===== config.mk =====
export PLATFORM = sky130hd
export DESIGN_NAME = trap_ctrl
export DESIGN_NICKNAME = d
export VERILOG_FILES = /design/src/rtl/trap_ctrl.sv
export SDC_FILE = /design/constraint.sdc
export NUM_CORES = 1
export LEC_CHECK = 0
export ABC_CLOCK_PERIOD_IN_PS = 7850
export CORE_MARGIN = 1.5
export CORE_UTILIZATION = 46
export DETAILED_ROUTE_END_ITERATION = 12
export PLACE_DENSITY = 0.95
export SLEW_MARGIN = 20
export SYNTH_ARGS = -nofsm -noshare
export SYNTH_HDL_FRONTEND = slang
export SYNTH_SLANG_ARGS = --single-unit
export TNS_END_PERCENT = 100

===== constraint.sdc =====
create_clock -name clk -period 7.85 [get_ports clk]
set_clock_uncertainty 0.15 [all_clocks]
set_input_delay 2.355 -clock clk [delete_from_list [all_inputs] [get_ports clk]]
set_output_delay 2.355 -clock clk [all_outputs]
set_load 0.01 [all_outputs]

===== src/rtl/trap_ctrl.sv =====
// trap_ctrl: machine-mode trap sequencer that owns the CSR file port and returns a redirect PC.
// Optional vectored interrupt redirect is enabled by defining TRAP_CTRL_VECTORED_EN.
module trap_ctrl #(
   parameter logic [31:0] IRQ_CAUSE = 32'h8000_000B
) (
   input  logic        clk,
   input  logic        rst,
   input  logic        exc_req,
   input  logic [31:0] exc_cause,
   input  logic [31:0] exc_pc,
   input  logic        mret_req,
   input  logic        irq_ext,
   input  logic        core_csr_we,
   input  logic [11:0] core_csr_addr,
   input  logic [31:0] core_csr_din,
   output logic [31:0] core_csr_dout,
   output logic        csr_we,
   output logic [11:0] csr_addr,
   output logic [31:0] csr_din,
   input  logic [31:0] csr_dout,
   output logic        busy,
   output logic        trap_done,
   output logic [31:0] redirect_pc
);
   localparam int unsigned XLEN = 32;
   localparam int unsigned AW   = 12;

   localparam logic [3:0] IDLE      = 4'd0;
   localparam logic [3:0] RD_STATUS = 4'd1;
   localparam logic [3:0] RD_MIE    = 4'd2;
   localparam logic [3:0] WR_EPC    = 4'd3;
   localparam logic [3:0] WR_CAUSE  = 4'd4;
   localparam logic [3:0] WR_STATUS = 4'd5;
   localparam logic [3:0] RD_TVEC   = 4'd6;
   localparam logic [3:0] RD_EPC    = 4'd7;
   localparam logic [3:0] DONE      = 4'd8;
   localparam logic [3:0] RESET_STATE = IDLE;

   localparam logic [AW-1:0] A_MSTATUS = 12'h300;
   localparam logic [AW-1:0] A_MIE     = 12'h304;
   localparam logic [AW-1:0] A_MTVEC   = 12'h305;
   localparam logic [AW-1:0] A_MEPC    = 12'h341;
   localparam logic [AW-1:0] A_MCAUSE  = 12'h342;

   localparam logic [1:0] K_EXC  = 2'd0;
   localparam logic [1:0] K_IRQ  = 2'd1;
   localparam logic [1:0] K_MRET = 2'd2;

   localparam logic [XLEN-1:0] ALIGN_MASK = 32'hFFFF_FFFC;

   logic [3:0]      state, state_nxt;
   logic [1:0]      kind;
   logic [XLEN-1:0] cause_q, epc_q, status_q;
   logic [XLEN-1:0] trap_status, mret_status, tvec_target;

   always_ff @(posedge clk or posedge rst) begin
      if (rst) state <= RESET_STATE;
      else     state <= state_nxt;
   end

   assign busy      = (state != IDLE);
   assign trap_done = (state == DONE);

   // MSTATUS rewrite on trap entry and on MRET
   always_comb begin
      trap_status        = status_q;
      trap_status[7]     = status_q[3];
      trap_status[3]     = 1'b0;
      trap_status[12:11] = 2'b11;
      mret_status        = status_q;
      mret_status[3]     = status_q[7];
      mret_status[7]     = 1'b1;
      mret_status[12:11] = 2'b11;
   end

   always_comb begin
      tvec_target = csr_dout & ALIGN_MASK;
`ifdef TRAP_CTRL_VECTORED_EN
      if (kind == K_IRQ && csr_dout[1:0] == 2'b01)
         tvec_target = (csr_dout & ALIGN_MASK) + {cause_q[29:0], 2'b00};
`endif
   end

   // next state and CSR port mux
   always_comb begin
      state_nxt     = state;
      csr_we        = 1'b0;
      csr_addr      = '0;
      csr_din       = '0;
      core_csr_dout = '0;
      case (state)
         IDLE: begin
            csr_we        = core_csr_we;
            csr_addr      = core_csr_addr;
            csr_din       = core_csr_din;
            core_csr_dout = csr_dout;
            if (exc_req || mret_req || irq_ext) state_nxt = RD_STATUS;
         end
         RD_STATUS: begin
            csr_addr = A_MSTATUS;
            if (kind == K_MRET)     state_nxt = WR_STATUS;
            else if (kind == K_IRQ) state_nxt = csr_dout[3] ? RD_MIE : IDLE;
            else                    state_nxt = WR_EPC;
         end
         RD_MIE: begin
            csr_addr  = A_MIE;
            state_nxt = csr_dout[11] ? WR_EPC : IDLE;
         end
         WR_EPC: begin
            csr_we    = 1'b1;
            csr_addr  = A_MEPC;
            csr_din   = epc_q & ALIGN_MASK;
            state_nxt = WR_CAUSE;
         end
         WR_CAUSE: begin
            csr_we    = 1'b1;
            csr_addr  = A_MCAUSE;
            csr_din   = cause_q;
            state_nxt = WR_STATUS;
         end
         WR_STATUS: begin
            csr_we    = 1'b1;
            csr_addr  = A_MSTATUS;
            csr_din   = (kind == K_MRET) ? mret_status : trap_status;
            state_nxt = (kind == K_MRET) ? RD_EPC : RD_TVEC;
         end
         RD_TVEC: begin
            csr_addr  = A_MTVEC;
            state_nxt = DONE;
         end
         RD_EPC: begin
            csr_addr  = A_MEPC;
            state_nxt = DONE;
         end
         DONE:    state_nxt = IDLE;
         default: state_nxt = IDLE;
      endcase
   end

   // capture registers and redirect target
   always_ff @(posedge clk or posedge rst) begin
      if (rst) begin
         kind        <= K_EXC;
         cause_q     <= '0;
         epc_q       <= '0;
         status_q    <= '0;
         redirect_pc <= '0;
      end else begin
         case (state)
            IDLE: begin
               if (exc_req) begin
                  kind    <= K_EXC;
                  cause_q <= exc_cause;
                  epc_q   <= exc_pc;
               end else if (mret_req) begin
                  kind <= K_MRET;
               end else if (irq_ext) begin
                  kind    <= K_IRQ;
                  cause_q <= IRQ_CAUSE;
                  epc_q   <= exc_pc;
               end
            end
            RD_STATUS: status_q    <= csr_dout;
            RD_TVEC:   redirect_pc <= tvec_target;
            RD_EPC:    redirect_pc <= csr_dout & ALIGN_MASK;
            default: ;
         endcase
      end
   end
endmodule


### Word level (Yosys, flattened, before mapping)

Cells that the tools add are included.

* bits in read-only memories: 0
* register bits after elaboration: 132
* latch bits: 0
* bits in writable memories: 0
* memories: 0
* input port bits: 146

* mux-type cells: 21
* equality and inequality tests: 12
* bitwise gates (word level): 0
* add/sub/neg operators: 0
* $lt $le $gt $ge: 0
* multiply operators: 0
* shift operators: 0
* divide/modulo/power cells: 0
* reduce and logical (&&, ||, !) cells: 12

Operators with widths (count)
* 2-to-1 mux 32 bit: 7
* one-hot mux 32 bit (4 select lines): 1
* one-hot mux 12 bit (6 select lines): 1
* one-hot mux 4 bit (7 select lines): 1
* == test 4 x 3 -> 1 bit, second input constant: 4
* 2-to-1 mux 2 bit: 6
* == test 4 x 2 -> 1 bit, second input constant: 2
* 2-to-1 mux 8 bit: 1
* OR reduction 2 bit: 3
* == test 4 x 1 -> 1 bit, second input constant: 1
* == test 4 bit, second input constant: 1
* logical NOT 4 bit: 1
* 2-to-1 mux 4 bit: 1
* != test 2 bit, second input constant: 2
* nonzero test 4 bit: 1
* 2-to-1 mux 3 bit: 1
* AND reduction 3 bit: 1
* nonzero test 3 bit: 1
* OR reduction 3 bit: 1
* == test 2 x 1 -> 1 bit, second input constant: 1
* == test 2 bit, second input constant: 1
* logical OR 1 bit: 2
* one-hot mux 1 bit (2 select lines): 1
* AND reduction 2 bit: 1
* 2 further kinds: 2

### Depth between registers and ports, before layout

* depth after elaboration: 4
* depth in mapped cells: 6

### Worst setup path after synthesis

OpenSTA, ideal clock, no wires.

* path type: input -> output
* start: input core_csr_din[3]
* end: output csr_din[3]
* arrival time: 2840 ps
* setup slack: 2505 ps
* cell stages on the path: 2
* cells stage by stage: mux2i_1 -> o41ai_1

* word-level cells in the longest chain between the ends: 1

Ends and longest elaborated chain
* start: declaration: RTL line 15 `input logic [31:0] core_csr_din,`
* one-hot mux 32 bit (4 select lines): RTL line 91 `case (state)`
* end: declaration: RTL line 19 `output logic [31:0] csr_din,`

Every way passes these cells.

### Worst setup path after layout

* start: input core_csr_din[16]
* end: output csr_din[16]

Same word-level chain as after synthesis.

==> run_results.csv <==
group,metric,value,unit
yosys,synth_warnings,0,
timing,clock.fmax,159,MHz
timing,hold_violations,0,
worst_setup_path,crit_start,"core_csr_din[16]",
hold_path,hold_class,"reg2reg",
drt,drt_iter0_drc,254,
pwr,power.share.sequential,31.1,%
place,port_buffers,252,
worst_setup_path,critPathArrivalTime,3.77,ns
worst_setup_path,rrSetupSlack,4.75,ns
worst_setup_path,crit_slowest_cell,"clkdlybuf4s50_1",
global_route,grt_max_degree,68,
timing,worstMarginPinSlew,0.949,ns
pwr,combPwrFrac,49.6,%
worst_setup_path,max_stage_delay,0.60,ns
global_route,grt-ovfl-total,0,
global_route,grt_use_total,29.0,%
drt,final_antenna_net_count,0,
pwr,vdd.ir_drop.worst,0.233,mV
place,dp_hpwl,13.8,mm
worst_setup_path,crit_required,5.35,ns
floorplanning,core-area,12700,µm²
hold_path,holdPathEnd,"epc_q[3]",
global_route,grt_pass1_wl,31.0,mm
finish,nNetsFinal,877,
worst_setup_path,rr_worst_depth,4,
clock_tree,cts.reportedPaths.clkPinSlew,0.05,ns
yosys,synth_seq_cells,128,
yosys,yosys-top-cells-area,"dfrtp_1 (53%), mux2_2 (15%), a22oi_1 (6.0%)",
finish,register_area,3200,µm²
finish,area.growth.synth_to_final,52.5,%
finish,diodes,0,
pwr,p_sw_share,35.1,%
worst_setup_path,cp_max_fo,1,
drt,remaining_drc_errors,0,
yosys,syn_inst,493,
timing,layout_min_cycle_time,6.28,ns
clock_tree,htreeDepth,4,
global_route,antenna_found_initial,0,
finish,multi_input_area,2630,µm²
pwr,p_sw,1.38,mW
yosys,synth_top_area_share,53.0,%
yosys,yosys_most_used_dff,"dfrtp_1",
drt,wl,19.9,mm
worst_setup_path,reg2reg_from,"state[1]",
flow_run,drv_cap,0,
clock_tree,postCtsHoldBufs,0,
pwr,totalPowerFinal,3.92,mW
timing,setup_viol,0,
pwr,powerDensity,425,nW/µm²
yosys,synth_area_leader_cell,"dfrtp_1",
yosys,synth-seq-area-share,53.0,%
hold_path,min_path_cells,1,
pwr,internal-power,2.55,mW
drt,drt-pass1-iter-count,5,
worst_setup_path,end_kind,"primary output",
yosys,avgSynthCellArea,12.3,µm²
timing,layout_setup_ws,1.57,ns
clock_tree,clk_latency,0.41,ns
yosys,synth_enable_flop_cells,0,
yosys,ys_types,46,
floorplanning,start_util,47.5,%
finish,fillers,852,
place,dpl_worst_slack,1.60,ns
yosys,async_flop_share,100,%
timing,rsz0062_at_grt,"false",
hold_path,holdCritStartpoint,"epc_q[3]",
status,status,"finished, final reports clean",
worst_setup_path,crit_type,"in2out",
floorplanning,dieArea,13800,µm²
pwr,power_frac_clock,19.3,%
place,globalplace.congestion,0.839,
finish,drive_gt1_share,17.5,%
timing,slew_violations,0,
worst_setup_path,r2r-end,"epc_q[5]",
drt,dr_total_vias,5228,
clock_tree,ctsResizeCount,0,
floorplanning,fp.dieW,118,µm
timing,final.setup.tns,0,ns
clock_tree,numCtsBuffers,17,
floorplanning,ios,257,
timing,finalCritPeriodShare,80.0,%
worst_setup_path,start_kind,"input port",
place,post-place-cells,884,
worst_setup_path,cp_common_cell,"clkdlybuf4s50_1",
clock_tree,cts_tree,"yes",
finish,final_cells,914,
worst_setup_path,path_cells,"clkdlybuf4s50_1, a22oi_1, o21ai_0, clkdlybuf4s50_1",
clock_tree,post_cts_buffers,0,
drt,routed_via_density,5.72,
floorplanning,die_height,118,µm
global_route,grt_pass1_vias,5677,
clock_tree,root_buffer,"clkbuf_16",
pwr,power_leakage,3.76,nW
clock_tree,cts_buffer_depth,2,
floorplanning,row_count,41,
timing,slew_headroom,36.8,%
yosys,syn-cell-area,6050,µm²
clock_tree,cts.sinks,128,
drt,post_drt_wl_per_cell,21.7,µm
==> Yosys cell counts, types with 3 or more instances <==
cell,number
a22oi_1,48
buf_6,3
inv_1,4
a21oi_1,8
mux2_2,83
o21ai_0,33
clkbuf_1,11
nor4_1,3
nand2b_1,3
dfrtp_1,128
a22o_1,28
nor2_1,7
buf_2,21
mux2i_1,9
buf_4,7
mux2_1,7
nor2b_1,4
o22a_1,4
and2_1,40
nand2_1,9
a32oi_1,3
==> cell usage in the layout (no fill, tap or decap), types with 2 or more instances in the layout <==
| cell | instances |
|---|---|
| clkdlybuf4s50_1 | 252 |
| dfrtp_1 | 128 |
| mux2_2 | 83 |
| a22oi_1 | 48 |
| and2_1 | 40 |
| o21ai_0 | 33 |
| a22o_1 | 28 |
| clkbuf_16 | 17 |
| nand2_1 | 9 |
| mux2i_1 | 9 |
| a21oi_1 | 8 |
| buf_4 | 8 |
| mux2_1 | 7 |
| nor2_1 | 7 |
| nor2b_1 | 4 |
| o22a_1 | 4 |
| clkbuf_1 | 4 |
| inv_1 | 3 |
| nand2b_1 | 3 |
| a32oi_1 | 3 |
| nor4_1 | 3 |
| clkinv_2 | 3 |
| clkbuf_8 | 3 |
| nand3b_1 | 2 |
| nor4b_4 | 2 |
| inv_4 | 2 |
| nor3_1 | 2 |
| a21o_1 | 2 |
| and4bb_2 | 2 |
| nor3b_1 | 2 |
| conb_1 | 2 |
| bufinv_16 | 2 |
==> per-layer routing <==
layer,wire [µm],GRT usage [%]
met5,0,0
met4,733,14.2
met3,1300,7.03
met2,9910,48.6
met1,7910,35.1
==> per-stage QoR <==
stage	hold WS [ns]	instance area, µm²	utilization, %
after global routing	0.362	9230	72.5
after detailed placement	0.328	8660	68.1
after global placement	0.320	8640	67.9
final	0.338	9230	72.5
after floorplan	0.308	6050	-
after CTS	0.340	9230	72.5
==> cell type report <==
cell class / count / share of cell area (%)
clock buffer: 24 / 5.22
multi-input combinational: 318 / 28.5
inverter: 5 / 0.258
tap: 172 / 2.33
sequential: 128 / 34.7
timing repair buffer: 261 / 28.1
clock inverter: 6 / 0.895
==> logic make-up (layout without fill, tap and decap cells) <==
family / Yosys count / after routing / share of synthesized area (%)
AOI/OAI and AO/OA: 134 / 134 / 15.7
buffers and inverters: 48 / 296 / 4.26
DFF: 128 / 128 / 53.0
muxes: 99 / 99 / 18.2
other: 1 / 2 / 0.0620
and+or+nand+nor: 83 / 83 / 8.75
==> power groups by stage <==
stage	clock [mW]	combinational [mW]	sequential [mW]
global route	0.795	2.07	1.26
CTS	0.767	1.95	1.22
global placement	0	1.86	1.19
finish	0.759	1.94	1.22
floorplan	0	1.05	1.17
detailed placement	0	1.94	1.22
==> worst max-delay path by stage <==
| stage | to | slack, ns | cells past startpoint |
|---|---|---|---|
| finish | csr_din[16] | 1.57 | 4 |
| global route | csr_din[3] | 1.48 | 4 |
| CTS | csr_din[16] | 1.59 | 4 |
| detailed placement | csr_we | 1.60 | 5 |
| global placement | csr_din[16] | 1.60 | 4 |
| floorplan | cause_q[0] | 1.93 | 1 |
==> flip-flops by register name, summed over array words and instances, names as in the netlist <==
signal and flops:
epc_q 30, redirect_pc 30, state 4, status_q 30, kind 2, cause_q 32
==> worst max-delay path, delay by kind of cell <==
family                 cells  cell delay, ns
buffers and inverters      2            1.06
AO/OA/AOI/OAI              2            0.36
Power figures use the tool's default switching activity.
